===== config.mk =====
export PLATFORM = sky130hd
export DESIGN_NAME = tlb_ctrl_flat
export DESIGN_NICKNAME = d
export VERILOG_FILES = /design/src/rtl/tlb_ctrl_pkg.sv /design/src/rtl/tlb_ctrl_if.sv /design/src/rtl/tlb_ctrl.sv /design/src/flat_wrapper.sv
export SDC_FILE = /design/constraint.sdc
export NUM_CORES = 1
export LEC_CHECK = 0
export ABC_AREA = 0
export CORE_AREA = 2 2 198 200
export CTS_CLUSTER_SIZE = 14
export DETAILED_ROUTE_END_ITERATION = 8
export DIE_AREA = 0 0 200 202
export PLACE_DENSITY_LB_ADDON = 0.08
export SLEW_MARGIN = 25
export SYNTH_ARGS = -nofsm -noshare
export SYNTH_HDL_FRONTEND = slang
export SYNTH_SLANG_ARGS = --single-unit

===== constraint.sdc =====
create_clock -name clock -period 4.5 [get_ports clock]
set_input_delay 0.675 -clock clock [delete_from_list [all_inputs] [get_ports clock]]
set_output_delay 0.675 -clock clock [all_outputs]
set_load 0.005 [all_outputs]

===== src/rtl/tlb_ctrl_pkg.sv =====
// Shared definitions for the TLB maintenance sequencer: op encodings, FSM states and
// architectural constants.
package tlb_ctrl_pkg;

  localparam logic [2:0] TLBOP_SRCH = 3'd0;
  localparam logic [2:0] TLBOP_RD   = 3'd1;
  localparam logic [2:0] TLBOP_WR   = 3'd2;
  localparam logic [2:0] TLBOP_FILL = 3'd3;
  localparam logic [2:0] TLBOP_INV  = 3'd4;

  localparam logic [5:0] ECODE_TLBR = 6'h3F;

  localparam logic [5:0] PS_4K = 6'd12;
  localparam logic [5:0] PS_2M = 6'd21;

  // Highest defined INVTLB operation; anything above is illegal.
  localparam logic [4:0] INV_OP_MAX = 5'd6;

  typedef enum logic [1:0] {
    StIdle,
    StExec,
    StWait,
    StResp
  } state_e;

endpackage


===== src/rtl/tlb_ctrl_if.sv =====
// Request/response, CSR and TLB-port bundle of tlb_ctrl. The master modport is the
// sequencer side; slave is the execute/commit/TLB-array side.
interface tlb_ctrl_if #(
  parameter int unsigned IDXW = 4
);
  logic            req_valid;
  logic            req_ready;
  logic [2:0]      req_op;
  logic [4:0]      req_inv_op;
  logic [9:0]      req_inv_asid;
  logic [18:0]     req_inv_vppn;

  logic [IDXW-1:0] csr_idx;
  logic [5:0]      csr_ps;
  logic            csr_ne;
  logic [18:0]     csr_vppn;
  logic [9:0]      csr_asid;
  logic [27:0]     csr_elo0;
  logic [27:0]     csr_elo1;
  logic            csr_refill;

  logic            srch_en;
  logic [19:0]     srch_vpn;
  logic [9:0]      srch_asid;
  logic            srch_hit;
  logic [IDXW-1:0] srch_idx;

  logic [IDXW-1:0] r_idx;
  logic [18:0]     r_vppn;
  logic [9:0]      r_asid;
  logic [5:0]      r_ps;
  logic            r_e;
  logic [27:0]     r_elo0;
  logic [27:0]     r_elo1;

  logic            w_en;
  logic [IDXW-1:0] w_idx;
  logic [18:0]     w_vppn;
  logic [5:0]      w_ps;
  logic [9:0]      w_asid;
  logic            w_e;
  logic [27:0]     w_tlbelo0;
  logic [27:0]     w_tlbelo1;

  logic            inv_en;
  logic [4:0]      inv_op;
  logic [9:0]      inv_asid;
  logic [18:0]     inv_vppn;

  logic            resp_valid;
  logic            resp_ready;
  logic            resp_idx_we;
  logic            resp_ehi_we;
  logic            resp_elo_we;
  logic            resp_asid_we;
  logic [IDXW-1:0] resp_idx;
  logic            resp_ne;
  logic [5:0]      resp_ps;
  logic [18:0]     resp_vppn;
  logic [9:0]      resp_asid;
  logic [27:0]     resp_elo0;
  logic [27:0]     resp_elo1;
  logic            resp_ill;

  modport master (
    input  req_valid, req_op, req_inv_op, req_inv_asid, req_inv_vppn,
    input  csr_idx, csr_ps, csr_ne, csr_vppn, csr_asid, csr_elo0, csr_elo1, csr_refill,
    input  srch_hit, srch_idx,
    input  r_vppn, r_asid, r_ps, r_e, r_elo0, r_elo1,
    input  resp_ready,
    output req_ready,
    output srch_en, srch_vpn, srch_asid,
    output r_idx,
    output w_en, w_idx, w_vppn, w_ps, w_asid, w_e, w_tlbelo0, w_tlbelo1,
    output inv_en, inv_op, inv_asid, inv_vppn,
    output resp_valid, resp_idx_we, resp_ehi_we, resp_elo_we, resp_asid_we,
    output resp_idx, resp_ne, resp_ps, resp_vppn, resp_asid, resp_elo0, resp_elo1,
    output resp_ill
  );

  modport slave (
    output req_valid, req_op, req_inv_op, req_inv_asid, req_inv_vppn,
    output csr_idx, csr_ps, csr_ne, csr_vppn, csr_asid, csr_elo0, csr_elo1, csr_refill,
    output srch_hit, srch_idx,
    output r_vppn, r_asid, r_ps, r_e, r_elo0, r_elo1,
    output resp_ready,
    input  req_ready,
    input  srch_en, srch_vpn, srch_asid,
    input  r_idx,
    input  w_en, w_idx, w_vppn, w_ps, w_asid, w_e, w_tlbelo0, w_tlbelo1,
    input  inv_en, inv_op, inv_asid, inv_vppn,
    input  resp_valid, resp_idx_we, resp_ehi_we, resp_elo_we, resp_asid_we,
    input  resp_idx, resp_ne, resp_ps, resp_vppn, resp_asid, resp_elo0, resp_elo1,
    input  resp_ill
  );

endinterface


===== src/rtl/tlb_ctrl.sv =====
// TLB maintenance sequencer: serialises SRCH/RD/WR/FILL/INV and returns one CSR update.
// Define TLB_SYNC_SRCH_EN for a registered-output TLB (search result sampled in WAIT).
module tlb_ctrl
  import tlb_ctrl_pkg::*;
#(
  parameter int unsigned IDXW = 4
) (
  input logic        clock,
  input logic        reset,
  tlb_ctrl_if.master bus
);

  state_e          r_state, w_state_nxt;
  logic [2:0]      r_op;
  logic [4:0]      r_inv_op;
  logic [9:0]      r_inv_asid;
  logic [18:0]     r_inv_vppn;
  logic [IDXW-1:0] r_csr_idx;
  logic [5:0]      r_csr_ps;
  logic            r_csr_ne;
  logic [18:0]     r_csr_vppn;
  logic [9:0]      r_csr_asid;
  logic [27:0]     r_csr_elo0;
  logic [27:0]     r_csr_elo1;
  logic            r_csr_refill;
  logic [IDXW-1:0] r_fill_cnt;

  logic            r_idx_we, r_ehi_we, r_elo_we, r_asid_we, r_ne, r_ill;
  logic [IDXW-1:0] r_resp_idx;
  logic [5:0]      r_ps;
  logic [18:0]     r_vppn;
  logic [9:0]      r_asid;
  logic [27:0]     r_elo0, r_elo1;

  logic            w_accept, w_exec, w_capture, w_inv_ill;
  logic            w_idx_we, w_ehi_we, w_elo_we, w_asid_we, w_ne, w_ill;
  logic [IDXW-1:0] w_res_idx;
  logic [5:0]      w_ps;
  logic [18:0]     w_vppn;
  logic [9:0]      w_asid;
  logic [27:0]     w_elo0, w_elo1;

  assign w_accept  = (r_state == StIdle) && bus.req_valid;
  // Reset is sampled synchronously but also masks EXEC pulses in its own cycle.
  assign w_exec    = (r_state == StExec) && reset;
  assign w_inv_ill = (r_inv_op > INV_OP_MAX);

`ifdef TLB_SYNC_SRCH_EN
  assign w_capture = ((r_state == StExec) && (r_op != TLBOP_SRCH)) || (r_state == StWait);
`else
  assign w_capture = (r_state == StExec);
`endif

  always_comb begin
    w_state_nxt = r_state;
    unique case (r_state)
      StIdle: if (bus.req_valid) w_state_nxt = StExec;
`ifdef TLB_SYNC_SRCH_EN
      StExec: w_state_nxt = (r_op == TLBOP_SRCH) ? StWait : StResp;
`else
      StExec: w_state_nxt = StResp;
`endif
      StWait: w_state_nxt = StResp;
      StResp: if (bus.resp_ready) w_state_nxt = StIdle;
      default: w_state_nxt = StIdle;
    endcase
  end

  // Response contents, computed from the live TLB result and captured when valid.
  always_comb begin
    w_res_idx = r_csr_idx;
    w_ne      = 1'b0;
    w_ps      = '0;
    w_vppn    = '0;
    w_asid    = '0;
    w_elo0    = '0;
    w_elo1    = '0;
    w_idx_we  = 1'b0;
    w_ehi_we  = 1'b0;
    w_elo_we  = 1'b0;
    w_asid_we = 1'b0;
    w_ill     = 1'b0;
    case (r_op)
      TLBOP_SRCH: begin
        w_idx_we = 1'b1;
        if (bus.srch_hit) w_res_idx = bus.srch_idx;
        else              w_ne      = 1'b1;
      end
      TLBOP_RD: begin
        w_idx_we  = 1'b1;
        w_ehi_we  = 1'b1;
        w_elo_we  = 1'b1;
        w_asid_we = 1'b1;
        if (bus.r_e) begin
          w_ps   = bus.r_ps;
          w_vppn = bus.r_vppn;
          w_asid = bus.r_asid;
          w_elo0 = bus.r_elo0;
          w_elo1 = bus.r_elo1;
        end else begin
          w_ne = 1'b1;
        end
      end
      TLBOP_WR, TLBOP_FILL: ;
      TLBOP_INV: w_ill = w_inv_ill;
      default:   w_ill = 1'b1;
    endcase
  end

  always_comb begin
    bus.srch_en   = 1'b0;
    bus.srch_vpn  = '0;
    bus.srch_asid = '0;
    bus.r_idx     = '0;
    bus.w_en      = 1'b0;
    bus.w_idx     = '0;
    bus.w_vppn    = '0;
    bus.w_ps      = '0;
    bus.w_asid    = '0;
    bus.w_e       = 1'b0;
    bus.w_tlbelo0 = '0;
    bus.w_tlbelo1 = '0;
    bus.inv_en    = 1'b0;
    bus.inv_op    = '0;
    bus.inv_asid  = '0;
    bus.inv_vppn  = '0;
    if (w_exec) begin
      case (r_op)
        TLBOP_SRCH: begin
          bus.srch_en   = 1'b1;
          bus.srch_vpn  = {r_csr_vppn, 1'b0};
          bus.srch_asid = r_csr_asid;
        end
        TLBOP_RD: bus.r_idx = r_csr_idx;
        TLBOP_WR, TLBOP_FILL: begin
          bus.w_en      = 1'b1;
          bus.w_idx     = (r_op == TLBOP_FILL) ? r_fill_cnt : r_csr_idx;
          bus.w_vppn    = r_csr_vppn;
          bus.w_ps      = r_csr_ps;
          bus.w_asid    = r_csr_asid;
          bus.w_e       = r_csr_refill | ~r_csr_ne;
          bus.w_tlbelo0 = r_csr_elo0;
          bus.w_tlbelo1 = r_csr_elo1;
        end
        TLBOP_INV: begin
          if (!w_inv_ill) begin
            bus.inv_en   = 1'b1;
            bus.inv_op   = r_inv_op;
            bus.inv_asid = r_inv_asid;
            bus.inv_vppn = r_inv_vppn;
          end
        end
        default: ;
      endcase
    end
  end

  always_ff @(posedge clock) begin
    if (!reset) begin
      r_state      <= StIdle;
      r_fill_cnt   <= '0;
      r_op         <= '0;
      r_inv_op     <= '0;
      r_inv_asid   <= '0;
      r_inv_vppn   <= '0;
      r_csr_idx    <= '0;
      r_csr_ps     <= '0;
      r_csr_ne     <= 1'b0;
      r_csr_vppn   <= '0;
      r_csr_asid   <= '0;
      r_csr_elo0   <= '0;
      r_csr_elo1   <= '0;
      r_csr_refill <= 1'b0;
      r_idx_we     <= 1'b0;
      r_ehi_we     <= 1'b0;
      r_elo_we     <= 1'b0;
      r_asid_we    <= 1'b0;
      r_ne         <= 1'b0;
      r_ill        <= 1'b0;
      r_resp_idx   <= '0;
      r_ps         <= '0;
      r_vppn       <= '0;
      r_asid       <= '0;
      r_elo0       <= '0;
      r_elo1       <= '0;
    end else begin
      r_state    <= w_state_nxt;
      r_fill_cnt <= r_fill_cnt + 1'b1;
      if (w_accept) begin
        r_op         <= bus.req_op;
        r_inv_op     <= bus.req_inv_op;
        r_inv_asid   <= bus.req_inv_asid;
        r_inv_vppn   <= bus.req_inv_vppn;
        r_csr_idx    <= bus.csr_idx;
        r_csr_ps     <= bus.csr_ps;
        r_csr_ne     <= bus.csr_ne;
        r_csr_vppn   <= bus.csr_vppn;
        r_csr_asid   <= bus.csr_asid;
        r_csr_elo0   <= bus.csr_elo0;
        r_csr_elo1   <= bus.csr_elo1;
        r_csr_refill <= bus.csr_refill;
      end
      if (w_capture) begin
        r_idx_we   <= w_idx_we;
        r_ehi_we   <= w_ehi_we;
        r_elo_we   <= w_elo_we;
        r_asid_we  <= w_asid_we;
        r_ne       <= w_ne;
        r_ill      <= w_ill;
        r_resp_idx <= w_res_idx;
        r_ps       <= w_ps;
        r_vppn     <= w_vppn;
        r_asid     <= w_asid;
        r_elo0     <= w_elo0;
        r_elo1     <= w_elo1;
      end
    end
  end

  assign bus.req_ready    = (r_state == StIdle);
  assign bus.resp_valid   = (r_state == StResp);
  assign bus.resp_idx_we  = r_idx_we;
  assign bus.resp_ehi_we  = r_ehi_we;
  assign bus.resp_elo_we  = r_elo_we;
  assign bus.resp_asid_we = r_asid_we;
  assign bus.resp_idx     = r_resp_idx;
  assign bus.resp_ne      = r_ne;
  assign bus.resp_ps      = r_ps;
  assign bus.resp_vppn    = r_vppn;
  assign bus.resp_asid    = r_asid;
  assign bus.resp_elo0    = r_elo0;
  assign bus.resp_elo1    = r_elo1;
  assign bus.resp_ill     = r_ill;

endmodule


===== src/flat_wrapper.sv =====
// flat-port wrapper written by rule: the top's interface ports become plain ports
module tlb_ctrl_flat import tlb_ctrl_pkg::*;
#(
  parameter int unsigned IDXW = 4
)
  (clock, reset, bus_req_valid, bus_req_op, bus_req_inv_op, bus_req_inv_asid, bus_req_inv_vppn, bus_csr_idx, bus_csr_ps, bus_csr_ne, bus_csr_vppn, bus_csr_asid, bus_csr_elo0, bus_csr_elo1, bus_csr_refill, bus_srch_hit, bus_srch_idx, bus_r_vppn, bus_r_asid, bus_r_ps, bus_r_e, bus_r_elo0, bus_r_elo1, bus_resp_ready, bus_req_ready, bus_srch_en, bus_srch_vpn, bus_srch_asid, bus_r_idx, bus_w_en, bus_w_idx, bus_w_vppn, bus_w_ps, bus_w_asid, bus_w_e, bus_w_tlbelo0, bus_w_tlbelo1, bus_inv_en, bus_inv_op, bus_inv_asid, bus_inv_vppn, bus_resp_valid, bus_resp_idx_we, bus_resp_ehi_we, bus_resp_elo_we, bus_resp_asid_we, bus_resp_idx, bus_resp_ne, bus_resp_ps, bus_resp_vppn, bus_resp_asid, bus_resp_elo0, bus_resp_elo1, bus_resp_ill);
  tlb_ctrl_if #(.IDXW(IDXW)) bus_i ();
  input logic clock;
  input logic reset;
  input wire logic [$bits(bus_i.req_valid)-1:0] bus_req_valid;
  input wire logic [$bits(bus_i.req_op)-1:0] bus_req_op;
  input wire logic [$bits(bus_i.req_inv_op)-1:0] bus_req_inv_op;
  input wire logic [$bits(bus_i.req_inv_asid)-1:0] bus_req_inv_asid;
  input wire logic [$bits(bus_i.req_inv_vppn)-1:0] bus_req_inv_vppn;
  input wire logic [$bits(bus_i.csr_idx)-1:0] bus_csr_idx;
  input wire logic [$bits(bus_i.csr_ps)-1:0] bus_csr_ps;
  input wire logic [$bits(bus_i.csr_ne)-1:0] bus_csr_ne;
  input wire logic [$bits(bus_i.csr_vppn)-1:0] bus_csr_vppn;
  input wire logic [$bits(bus_i.csr_asid)-1:0] bus_csr_asid;
  input wire logic [$bits(bus_i.csr_elo0)-1:0] bus_csr_elo0;
  input wire logic [$bits(bus_i.csr_elo1)-1:0] bus_csr_elo1;
  input wire logic [$bits(bus_i.csr_refill)-1:0] bus_csr_refill;
  input wire logic [$bits(bus_i.srch_hit)-1:0] bus_srch_hit;
  input wire logic [$bits(bus_i.srch_idx)-1:0] bus_srch_idx;
  input wire logic [$bits(bus_i.r_vppn)-1:0] bus_r_vppn;
  input wire logic [$bits(bus_i.r_asid)-1:0] bus_r_asid;
  input wire logic [$bits(bus_i.r_ps)-1:0] bus_r_ps;
  input wire logic [$bits(bus_i.r_e)-1:0] bus_r_e;
  input wire logic [$bits(bus_i.r_elo0)-1:0] bus_r_elo0;
  input wire logic [$bits(bus_i.r_elo1)-1:0] bus_r_elo1;
  input wire logic [$bits(bus_i.resp_ready)-1:0] bus_resp_ready;
  output wire logic [$bits(bus_i.req_ready)-1:0] bus_req_ready;
  output wire logic [$bits(bus_i.srch_en)-1:0] bus_srch_en;
  output wire logic [$bits(bus_i.srch_vpn)-1:0] bus_srch_vpn;
  output wire logic [$bits(bus_i.srch_asid)-1:0] bus_srch_asid;
  output wire logic [$bits(bus_i.r_idx)-1:0] bus_r_idx;
  output wire logic [$bits(bus_i.w_en)-1:0] bus_w_en;
  output wire logic [$bits(bus_i.w_idx)-1:0] bus_w_idx;
  output wire logic [$bits(bus_i.w_vppn)-1:0] bus_w_vppn;
  output wire logic [$bits(bus_i.w_ps)-1:0] bus_w_ps;
  output wire logic [$bits(bus_i.w_asid)-1:0] bus_w_asid;
  output wire logic [$bits(bus_i.w_e)-1:0] bus_w_e;
  output wire logic [$bits(bus_i.w_tlbelo0)-1:0] bus_w_tlbelo0;
  output wire logic [$bits(bus_i.w_tlbelo1)-1:0] bus_w_tlbelo1;
  output wire logic [$bits(bus_i.inv_en)-1:0] bus_inv_en;
  output wire logic [$bits(bus_i.inv_op)-1:0] bus_inv_op;
  output wire logic [$bits(bus_i.inv_asid)-1:0] bus_inv_asid;
  output wire logic [$bits(bus_i.inv_vppn)-1:0] bus_inv_vppn;
  output wire logic [$bits(bus_i.resp_valid)-1:0] bus_resp_valid;
  output wire logic [$bits(bus_i.resp_idx_we)-1:0] bus_resp_idx_we;
  output wire logic [$bits(bus_i.resp_ehi_we)-1:0] bus_resp_ehi_we;
  output wire logic [$bits(bus_i.resp_elo_we)-1:0] bus_resp_elo_we;
  output wire logic [$bits(bus_i.resp_asid_we)-1:0] bus_resp_asid_we;
  output wire logic [$bits(bus_i.resp_idx)-1:0] bus_resp_idx;
  output wire logic [$bits(bus_i.resp_ne)-1:0] bus_resp_ne;
  output wire logic [$bits(bus_i.resp_ps)-1:0] bus_resp_ps;
  output wire logic [$bits(bus_i.resp_vppn)-1:0] bus_resp_vppn;
  output wire logic [$bits(bus_i.resp_asid)-1:0] bus_resp_asid;
  output wire logic [$bits(bus_i.resp_elo0)-1:0] bus_resp_elo0;
  output wire logic [$bits(bus_i.resp_elo1)-1:0] bus_resp_elo1;
  output wire logic [$bits(bus_i.resp_ill)-1:0] bus_resp_ill;
  assign bus_i.req_valid = bus_req_valid;
  assign bus_i.req_op = bus_req_op;
  assign bus_i.req_inv_op = bus_req_inv_op;
  assign bus_i.req_inv_asid = bus_req_inv_asid;
  assign bus_i.req_inv_vppn = bus_req_inv_vppn;
  assign bus_i.csr_idx = bus_csr_idx;
  assign bus_i.csr_ps = bus_csr_ps;
  assign bus_i.csr_ne = bus_csr_ne;
  assign bus_i.csr_vppn = bus_csr_vppn;
  assign bus_i.csr_asid = bus_csr_asid;
  assign bus_i.csr_elo0 = bus_csr_elo0;
  assign bus_i.csr_elo1 = bus_csr_elo1;
  assign bus_i.csr_refill = bus_csr_refill;
  assign bus_i.srch_hit = bus_srch_hit;
  assign bus_i.srch_idx = bus_srch_idx;
  assign bus_i.r_vppn = bus_r_vppn;
  assign bus_i.r_asid = bus_r_asid;
  assign bus_i.r_ps = bus_r_ps;
  assign bus_i.r_e = bus_r_e;
  assign bus_i.r_elo0 = bus_r_elo0;
  assign bus_i.r_elo1 = bus_r_elo1;
  assign bus_i.resp_ready = bus_resp_ready;
  assign bus_req_ready = bus_i.req_ready;
  assign bus_srch_en = bus_i.srch_en;
  assign bus_srch_vpn = bus_i.srch_vpn;
  assign bus_srch_asid = bus_i.srch_asid;
  assign bus_r_idx = bus_i.r_idx;
  assign bus_w_en = bus_i.w_en;
  assign bus_w_idx = bus_i.w_idx;
  assign bus_w_vppn = bus_i.w_vppn;
  assign bus_w_ps = bus_i.w_ps;
  assign bus_w_asid = bus_i.w_asid;
  assign bus_w_e = bus_i.w_e;
  assign bus_w_tlbelo0 = bus_i.w_tlbelo0;
  assign bus_w_tlbelo1 = bus_i.w_tlbelo1;
  assign bus_inv_en = bus_i.inv_en;
  assign bus_inv_op = bus_i.inv_op;
  assign bus_inv_asid = bus_i.inv_asid;
  assign bus_inv_vppn = bus_i.inv_vppn;
  assign bus_resp_valid = bus_i.resp_valid;
  assign bus_resp_idx_we = bus_i.resp_idx_we;
  assign bus_resp_ehi_we = bus_i.resp_ehi_we;
  assign bus_resp_elo_we = bus_i.resp_elo_we;
  assign bus_resp_asid_we = bus_i.resp_asid_we;
  assign bus_resp_idx = bus_i.resp_idx;
  assign bus_resp_ne = bus_i.resp_ne;
  assign bus_resp_ps = bus_i.resp_ps;
  assign bus_resp_vppn = bus_i.resp_vppn;
  assign bus_resp_asid = bus_i.resp_asid;
  assign bus_resp_elo0 = bus_i.resp_elo0;
  assign bus_resp_elo1 = bus_i.resp_elo1;
  assign bus_resp_ill = bus_i.resp_ill;
  tlb_ctrl #(.IDXW(IDXW)) u_core (.clock(clock), .reset(reset), .bus(bus_i));
endmodule

# Word level (Yosys, flattened, before mapping)
# Cells that the tools add are included.
dict set report classes {
  add_sub_neg 1
  order_cmp 1
  n_eq_ne 9
  muxes 58
  bitwise 2
  reduce_logical 9
}
# cell count
set ops {}
lappend ops {{$mux 28} 8}
lappend ops {{$mux 19} 7}
lappend ops {{$mux 10} 9}
lappend ops {{$mux 20} 2}
lappend ops {{$mux 4} 7}
lappend ops {{$mux 6} 4}
lappend ops {{$mux 5} 3}
lappend ops {{$mux 1} 13}
lappend ops {{$eq 3x2->1 const B} 2}
lappend ops {{$pmux 2 s3} 1}
lappend ops {{$reduce_or 2->1} 3}
lappend ops {{$gt 5x3->1 const B} 1}
lappend ops {{$add 4x1->4 const B} 1}
lappend ops {{$eq 2x2->1 const B} 2}
lappend ops {{$mux 2} 2}
lappend ops {{$ne 2x2->1 const B} 2}
lappend ops {{$pmux 1 s2} 2}
lappend ops {{$reduce_or 4->1} 1}
lappend ops {{$eq 3x1->1 const B} 1}
lappend ops {{$eq 3x3->1 const B} 1}
lappend ops {{$logic_not 3->1} 1}
lappend ops {{$eq 2x1->1 const B} 1}
lappend ops {{$logic_and 1x1->1} 2}
lappend ops {{$logic_not 2->1} 1}
lappend ops {{other kinds (3)} 3}
dict set report word_totals {
  ff_bits 239
  input_bits 235
  output_inout_bits 270
  word_cells 104
}

# Depth between registers and ports, before layout
# Gate-level depths: netlist of the first run.
dict set report depth {
  ltp_word 4
  mapped_depth 8
  ltp_nobuf 6
}

# Worst setup path after synthesis of the first run
# Ideal clock, no wire load.
dict set report synth_path {
  path_kind {input-to-output}
  start {input reset}
  end {output bus_inv_vppn[10]}
  arrival_time_ps 1725
  t_required_ps 3825
  slack_ps 2100
  cell_stages 5
  path_buffers 2
  path_cell_list {clkbuf_1 nand3_1 a311oi_4 buf_6 and2_1}
}
dict set report synth_between {
  elab_chain_len 2
}
# item line_no
set synth_lines {}
lappend synth_lines {{start, declared} flat_wrapper.sv:9} ;# input logic reset;
lappend synth_lines {{$logic_and 1x1->1} tlb_ctrl.sv:45} ;# assign w_exec = (r_state == StExec) && reset;
lappend synth_lines {{$mux 19} tlb_ctrl.sv:127} ;# if (w_exec) begin
lappend synth_lines {{end, declared} flat_wrapper.sv:48} ;# output wire logic [$bits(bus_i.inv_vppn)-1:0] bus_inv_vppn;
# Every way passes these cells.

# Final worst setup path of the first run
dict set report layout_path {
  start {register u_core.r_state[1]}
  end {output bus_w_tlbelo1[13]}
}
dict set report layout_between {
  elab_chain_len 3
}
# item line_no
set layout_lines {}
lappend layout_lines {{start, declared} tlb_ctrl.sv:13} ;# state_e r_state, w_state_nxt;
lappend layout_lines {{start signal, assigned} tlb_ctrl.sv:160} ;# r_state <= StIdle;
lappend layout_lines {{start signal, assigned} tlb_ctrl.sv:187} ;# r_state <= w_state_nxt;
lappend layout_lines {{$eq 2x1->1} tlb_ctrl.sv:45}
lappend layout_lines {{$logic_and 1x1->1} tlb_ctrl.sv:45}
lappend layout_lines {{$mux 28} tlb_ctrl.sv:127}
lappend layout_lines {{end, declared} flat_wrapper.sv:44} ;# output wire logic [$bits(bus_i.w_tlbelo1)-1:0] bus_w_tlbelo1;
# Every way passes these cells.

==> results of run 1 <==
-- routing by layer --
metal	vias to the layer above	global-route usage (%)	wire [um]
met5	-	0	20
met4	4	4.709	971
met3	58	6.274	3406
met2	306	31.78	18800
met1	4464	20.51	15190
li1	4757	-	-
-- final timing paths --
| kind | to |
|---|---|
| max | bus_w_tlbelo1[13] |
| max reg2reg | u_core.bus.resp_elo0[20]$_SDFFE_PN0N_ |
| min | u_core.r_csr_elo1[8]$_SDFFE_PN0P_ |
| min reg2reg | u_core.r_csr_elo1[8]$_SDFFE_PN0P_ |
-- cells by family (layout without fill, tap and decap cells) --
kind of cell    count (synthesis)  in the layout  synth area share (%)
compound gates                244            244                 16.76
xor+xnor                        2              2                0.1837
fa+ha+maj                       4              4                0.5249
buf+inv                       118            587                 5.301
flops                         239            239                 50.18
mux                             8              8                0.8398
other cells                     1              6               0.03933
simple gates                  544            544                 26.18
-- area by class of cell --
class / count / share of cell area [%]
clock inverters: 11 / 0.8119
clock buffers: 45 / 5.668
inverters: 9 / 0.2420
well taps: 518 / 4.044
flip-flops and latches: 239 / 29.85
repair buffers: 522 / 32.55
multi-input cells: 805 / 26.79
diodes: 3 / 0.04684
-- worst register-to-register path: cells and delay by family (launching register included) --
kind / cells / cell delay [ns]
flip-flops: 1 / 0.33
AND/OR/NAND/NOR: 1 / 0.13
adder cells (fa/ha/maj): 1 / 0.20
AO/OA/AOI/OAI: 1 / 0.15
buffers and inverters: 4 / 1.44
-- flip-flops by register name, indices dropped and copies added, names as in the netlist, 3 cells and up --
name and count:
u_core.r_fill_cnt 4, u_core.r_inv_op 5, u_core.r_op 3, u_core.bus.resp_ps 6, u_core.r_csr_idx 4, u_core.bus.resp_asid 10, u_core.r_csr_asid 10, u_core.bus.resp_vppn 19
u_core.bus.resp_elo0 28, u_core.r_inv_vppn 19, u_core.bus.resp_idx 4, u_core.r_csr_ps 6, u_core.r_csr_elo1 28, u_core.r_csr_elo0 28, u_core.r_csr_vppn 19, u_core.bus.resp_elo1 28
u_core.r_inv_asid 10
-- through the flow --
stage,total power (W),setup WS (ns),instances
6_report,0.005592,0.5984,2152
5_1_grt,0.005851,0.2993,2151
4_1_cts,0.005673,0.4603,2147
3_5_place_dp,0.003135,0.7811,2091
3_3_place_gp,0.003133,0.8208,2091
2_1_floorplan,0.002714,2.100,1162
-- cells in the mapped netlist, drive strengths merged (2+ instances only) --
library cell / number / share of area [%]
nand2: 270 / 11
dfxtp: 239 / 50
and2: 159 / 10
a21oi: 142 / 7.5
nor2: 100 / 3.9
a32oi: 91 / 8.4
clkbuf: 87 / 3.4
buf: 22 / 1.5
inv: 9 / 0.35
mux2i: 8 / 0.84
o21ai: 5 / 0.26
ha: 4 / 0.52
nand3: 4 / 0.21
nor2b: 3 / 0.20
nand2b: 2 / 0.13
nor4b: 2 / 0.25
-- power breakdown --
| part | internal [W] | switching [W] |
|---|---|---|
| logic | 0.000363 | 0.000400 |
| clock network | 0.00155 | 0.000953 |
| registers | 0.00224 | 0.0000808 |
==> impl_metrics.py, run 1 <==
metrics = {
    "status": {
        "status": "completed",
    },
    "timing": {
        "drv_slew": 0,
        "final-setup-viol-count": 0,
        "maxSlewHeadroom_pct": 46.02,
        "post-route-period-util_pct": 86.70,
        "skew_ns": 0.02201,
        "min_period_ns": 3.902,
        "rsz0062_at_grt": "no",
        "hold_ws_ns": 0.4493,
        "max_freq_ghz": 0.2563,
        "worstMarginPinSlew_ns": 0.8098,
        "hold_viol_final": 0,
        "fin_tns_setup_ns": 0,
    },
    "finish": {
        "final_common_cell": "clkdlybuf4s50_1",
        "multiInputGateArea_um2": 4293,
        "n_fill_cell": 3900,
        "final_layout_size_suffix_gt1_share_pct": 5.028,
        "final_cell_mix": "500 x clkdlybuf4s50_1, 269 x nand2_1, 239 x dfxtp_1",
        "regArea_um2": 4785,
        "area_growth_pct": 68.07,
        "finalNetCount": 1846,
        "final_core_util_pct": 41.86,
        "design_area_um2": 16030,
    },
    "setup_path": {
        "ff2ff_path_depth": 7,
        "crit_slowest_cell": "inv_2",
        "r2r_start": "u_core.r_state[1]$_SDFFE_PN0P_",
        "cp_slowest_stage_delay_ns": 0.60,
        "worstSetupPathType": "reg -> out",
        "crit_arrival_ns": 3.23,
        "path_buf_inv": 4,
        "critical_path.top_delay_family": "buffers and inverters",
        "critical_path_depth": 8,
        "cp-startpoint": "u_core.r_state[1]$_SDFFE_PN0P_",
        "startpoint_type": "flip-flop",
        "ff2ff_setup_slack_ns": 2.19,
        "path_cells": "inv_1, ha_1, nor2b_1, nand3_1, inv_2, buf_4, and2_1, clkdlybuf4s50_1",
        "worstPathRequired_ns": 3.83,
        "cp_max_fo": 37,
        "critPathCaptureType": "output pin",
    },
    "floorplan": {
        "fp.dieW_um": 200,
        "core_area_um2": 38290,
        "ios": 505,
        "start_util_pct": 24.91,
        "die_area_um2": 40400,
        "dieHeight_um": 202,
        "placement_rows": 72,
    },
    "clocking": {
        "cts_tree": "built",
        "ctsHoldBuffers": 0,
        "cts_buffer_depth": 3,
        "cts_sinks": 239,
        "post_cts_buffers": 0,
        "cts_buffers": 30,
        "htreeDepth": 1,
        "path_clk_slew_ns": 0.06,
        "cts_root_buf": "clkbuf_16",
        "cts.repair.resized": 0,
        "clock_latency_ns": 0.56,
    },
    "place": {
        "place_congestion": 0.7734,
        "dpl_cell_area_um2": 14920,
        "portBuffers": 501,
        "dp_hpwl_um": 26730,
    },
    "yosys": {
        "avgSynthCellArea_um2": 8.220,
        "ys.flop_type": "dfxtp_1",
        "synth-seq-cells": 239,
        "synth-edff-count": 0,
        "ys_async_sr_fraction_pct": 0,
        "synth_warnings": 0,
        "synth_cell_types": 34,
        "syn-cell-area_um2": 9535,
        "ys_seq_area_share_pct": 50.18,
        "postSynthCellCount": 1160,
    },
    "detailed_routing": {
        "dr_total_vias": 9589,
        "drtIter0Drc": 454,
        "wire_per_inst_um": 17.84,
        "first_pass_iters": 4,
        "vias_per_cell": 4.456,
        "drc": 0,
        "ant_nets": 0,
        "wirelength_um": 38380,
    },
    "pwr": {
        "vdd_drop_max_v": 0.0002842,
        "powerDensity_nw_per_um2": 348.9,
        "leakagePower_nw": 5.799,
    },
    "global_route": {
        "grt_pass1_vias": 9387,
        "grt_pass1_wl_um": 56680,
        "grt_overflow": 0,
        "grt_usage_pct": 18.01,
        "grt_start_max_net_pins": 95,
        "antenna_found_initial": 5,
    },
    "min_path": {
        "hold_start": "u_core.r_csr_elo1[8]$_SDFFE_PN0P_",
        "holdPathStages": 2,
        "hold_path_class": "reg -> reg",
    },
    "job": {
        "maxCapViolations": 0,
    },
}
(Power assumes the default switching activity.)
==> run 2, diff against run 1 <==
--- a/config.mk
+++ b/config.mk
@@ -10,6 +10,7 @@
 export CTS_CLUSTER_SIZE = 14
 export DETAILED_ROUTE_END_ITERATION = 8
 export DIE_AREA = 0 0 200 202
+export GPL_TIMING_DRIVEN = 0
 export PLACE_DENSITY_LB_ADDON = 0.08
 export SLEW_MARGIN = 25
 export SYNTH_ARGS = -nofsm -noshare
==> run 2 against run 1 <==
- die area unchanged
- worst setup slack lost 0.25 ns
- power is 0.97% higher
==> impl_metrics.py, run 2 (synthesis gave the netlist of run 1 again) <==
metrics = {
    "global_route": {
        "grt_pass1_vias": 9750,
        "grt_start_max_net_pins": 14,
        "grt_pass1_wl_um": 58920,
        "grt_overflow": 0,
        "grt_usage_pct": 18.96,
        "antenna_found_initial": 3,
    },
    "setup_path": {
        "cp_max_fo": 10,
        "critPathCaptureType": "output pin",
        "worstSetupPathType": "reg -> out",
        "worstPathRequired_ns": 3.83,
        "crit_arrival_ns": 3.47,
        "startpoint_type": "flip-flop",
        "ff2ff_path_depth": 8,
    },
    "pwr": {
        "powerDensity_nw_per_um2": 347.2,
        "leakagePower_nw": 5.893,
        "vdd_drop_max_v": 0.0002323,
        "power_w": 0.005646,
    },
    "place": {
        "dp_hpwl_um": 30390,
        "detailedPlace.worstSlack_ns": 0.1038,
        "portBuffers": 500,
        "place_congestion": 0.8031,
    },
    "detailed_routing": {
        "drc": 0,
        "wire_per_inst_um": 17.82,
        "first_pass_iters": 4,
        "wirelength_um": 39840,
        "ant_nets": 0,
        "vias_per_cell": 4.411,
        "drtIter0Drc": 502,
        "dr_total_vias": 9862,
    },
    "clocking": {
        "cts_sinks": 239,
        "cts_root_buf": "clkbuf_16",
        "cts_buffer_depth": 3,
        "cts_buffers": 29,
        "path_clk_slew_ns": 0.06,
        "cts_tree": "built",
        "post_cts_buffers": 0,
        "clock_latency_ns": 0.55,
        "htreeDepth": 1,
    },
    "finish": {
        "final_common_cell": "clkdlybuf4s50_1",
        "area_growth_pct": 70.53,
        "final_core_util_pct": 42.47,
        "finalNetCount": 1933,
        "final_layout_size_suffix_gt1_share_pct": 4.429,
        "final_cell_mix": "500 x clkdlybuf4s50_1, 270 x nand2_1, 239 x dfxtp_1",
    },
    "min_path": {
        "hold_path_class": "reg -> reg",
        "holdPathStages": 2,
    },
    "job": {
        "maxCapViolations": 0,
    },
    "timing": {
        "setup_ws_ns": 0.3528,
        "worstMarginPinSlew_ns": 0.8399,
        "final-setup-viol-count": 0,
        "hold_viol_final": 0,
        "rsz0062_at_grt": "no",
        "min_period_ns": 4.147,
        "fin_tns_setup_ns": 0,
        "skew_ns": 0.01652,
        "maxSlewHeadroom_pct": 44.01,
        "drv_slew": 0,
        "hold_ws_ns": 0.4489,
        "max_freq_ghz": 0.2411,
        "post-route-period-util_pct": 92.16,
    },
    "status": {
        "status": "completed",
    },
    "floorplan": {
        "dieHeight_um": 202,
        "die_area_um2": 40400,
        "start_util_pct": 24.91,
        "ios": 505,
        "placement_rows": 72,
        "core_area_um2": 38290,
        "fp.dieW_um": 200,
    },
}
run 2: cell count changes in the layout (fill, tap and decap cells not counted), moves of 2 or more:
cell       delta
buf_1         +2
inv_1         +2
buf_12        -2
buf_2        +11
clkinv_2      -4
bufinv_16     +2
clkbuf_1     +84
clkbuf_16     -2
clkbuf_2      +2
buf_6         +3
buf_4        -12
run 2: path summary, 6_finish.rpt:
check | start | endpoint | slack, ns
worst min-delay path | u_core.r_csr_elo0[12]$_SDFFE_PN0P_ | u_core.r_csr_elo0[12]$_SDFFE_PN0P_ | 0.45
worst max register to register | u_core.r_state[1]$_SDFFE_PN0P_ | u_core.bus.resp_asid[0]$_SDFFE_PN0N_ | 2.10
worst min register to register | u_core.r_csr_elo0[12]$_SDFFE_PN0P_ | u_core.r_csr_elo0[12]$_SDFFE_PN0P_ | 0.45
worst max-delay path | u_core.r_state[1]$_SDFFE_PN0P_ | bus_w_tlbelo0[17] | 0.35
run 2: final cells by class:
class / count / area [um2]
buffer: 109 / 474.2
clock buffer: 43 / 868.3
timing repair buffer: 501 / 5010
fill: 3957 / 22030
multi-input combinational: 805 / 4259
tap: 518 / 648.1
antenna: 2 / 5.005
sequential: 239 / 4785
inverter: 9 / 33.78
clock inverter: 10 / 177.7
run 2: timing repair:
item,in CTS,in global routing
resized for setup,0,4
hold buffers,0,0
setup endpoints to repair,0,30
run 2: per-stage QoR:
step                instances  cell area (um2)
finish                   2236            16260
global placement         2180            15200
global route             2235            16260
CTS                      2234            16250
floorplan                1162             9543
detailed placement       2181            15210
run 2: power by group:
part	internal (W)	switching, W
combinational	0.000375	0.000427
sequential	0.00224	0.0000685
clock	0.00161	0.000925
total	0.00423	0.00142
run 2: critical path, cell delays in order, from the launching register on:
cell and delay (ns):
dfxtp_1 0.31, inv_1 0.09, ha_1 0.26, nor2b_1 0.31, nand3_1 0.33, inv_1 0.15, buf_2 0.29, clkbuf_1 0.37
and2_1 0.26, clkdlybuf4s50_1 0.54
run 2: layer usage:
metal  track usage, %  vias to the layer above  share of wire (%)
met4            4.788                        2                2.4
met2            32.22                      300                 48
li1                 -                     4938                  -
met3            6.758                       49                8.6
met1            22.62                     4573                 41
met5                0                        -              0.033
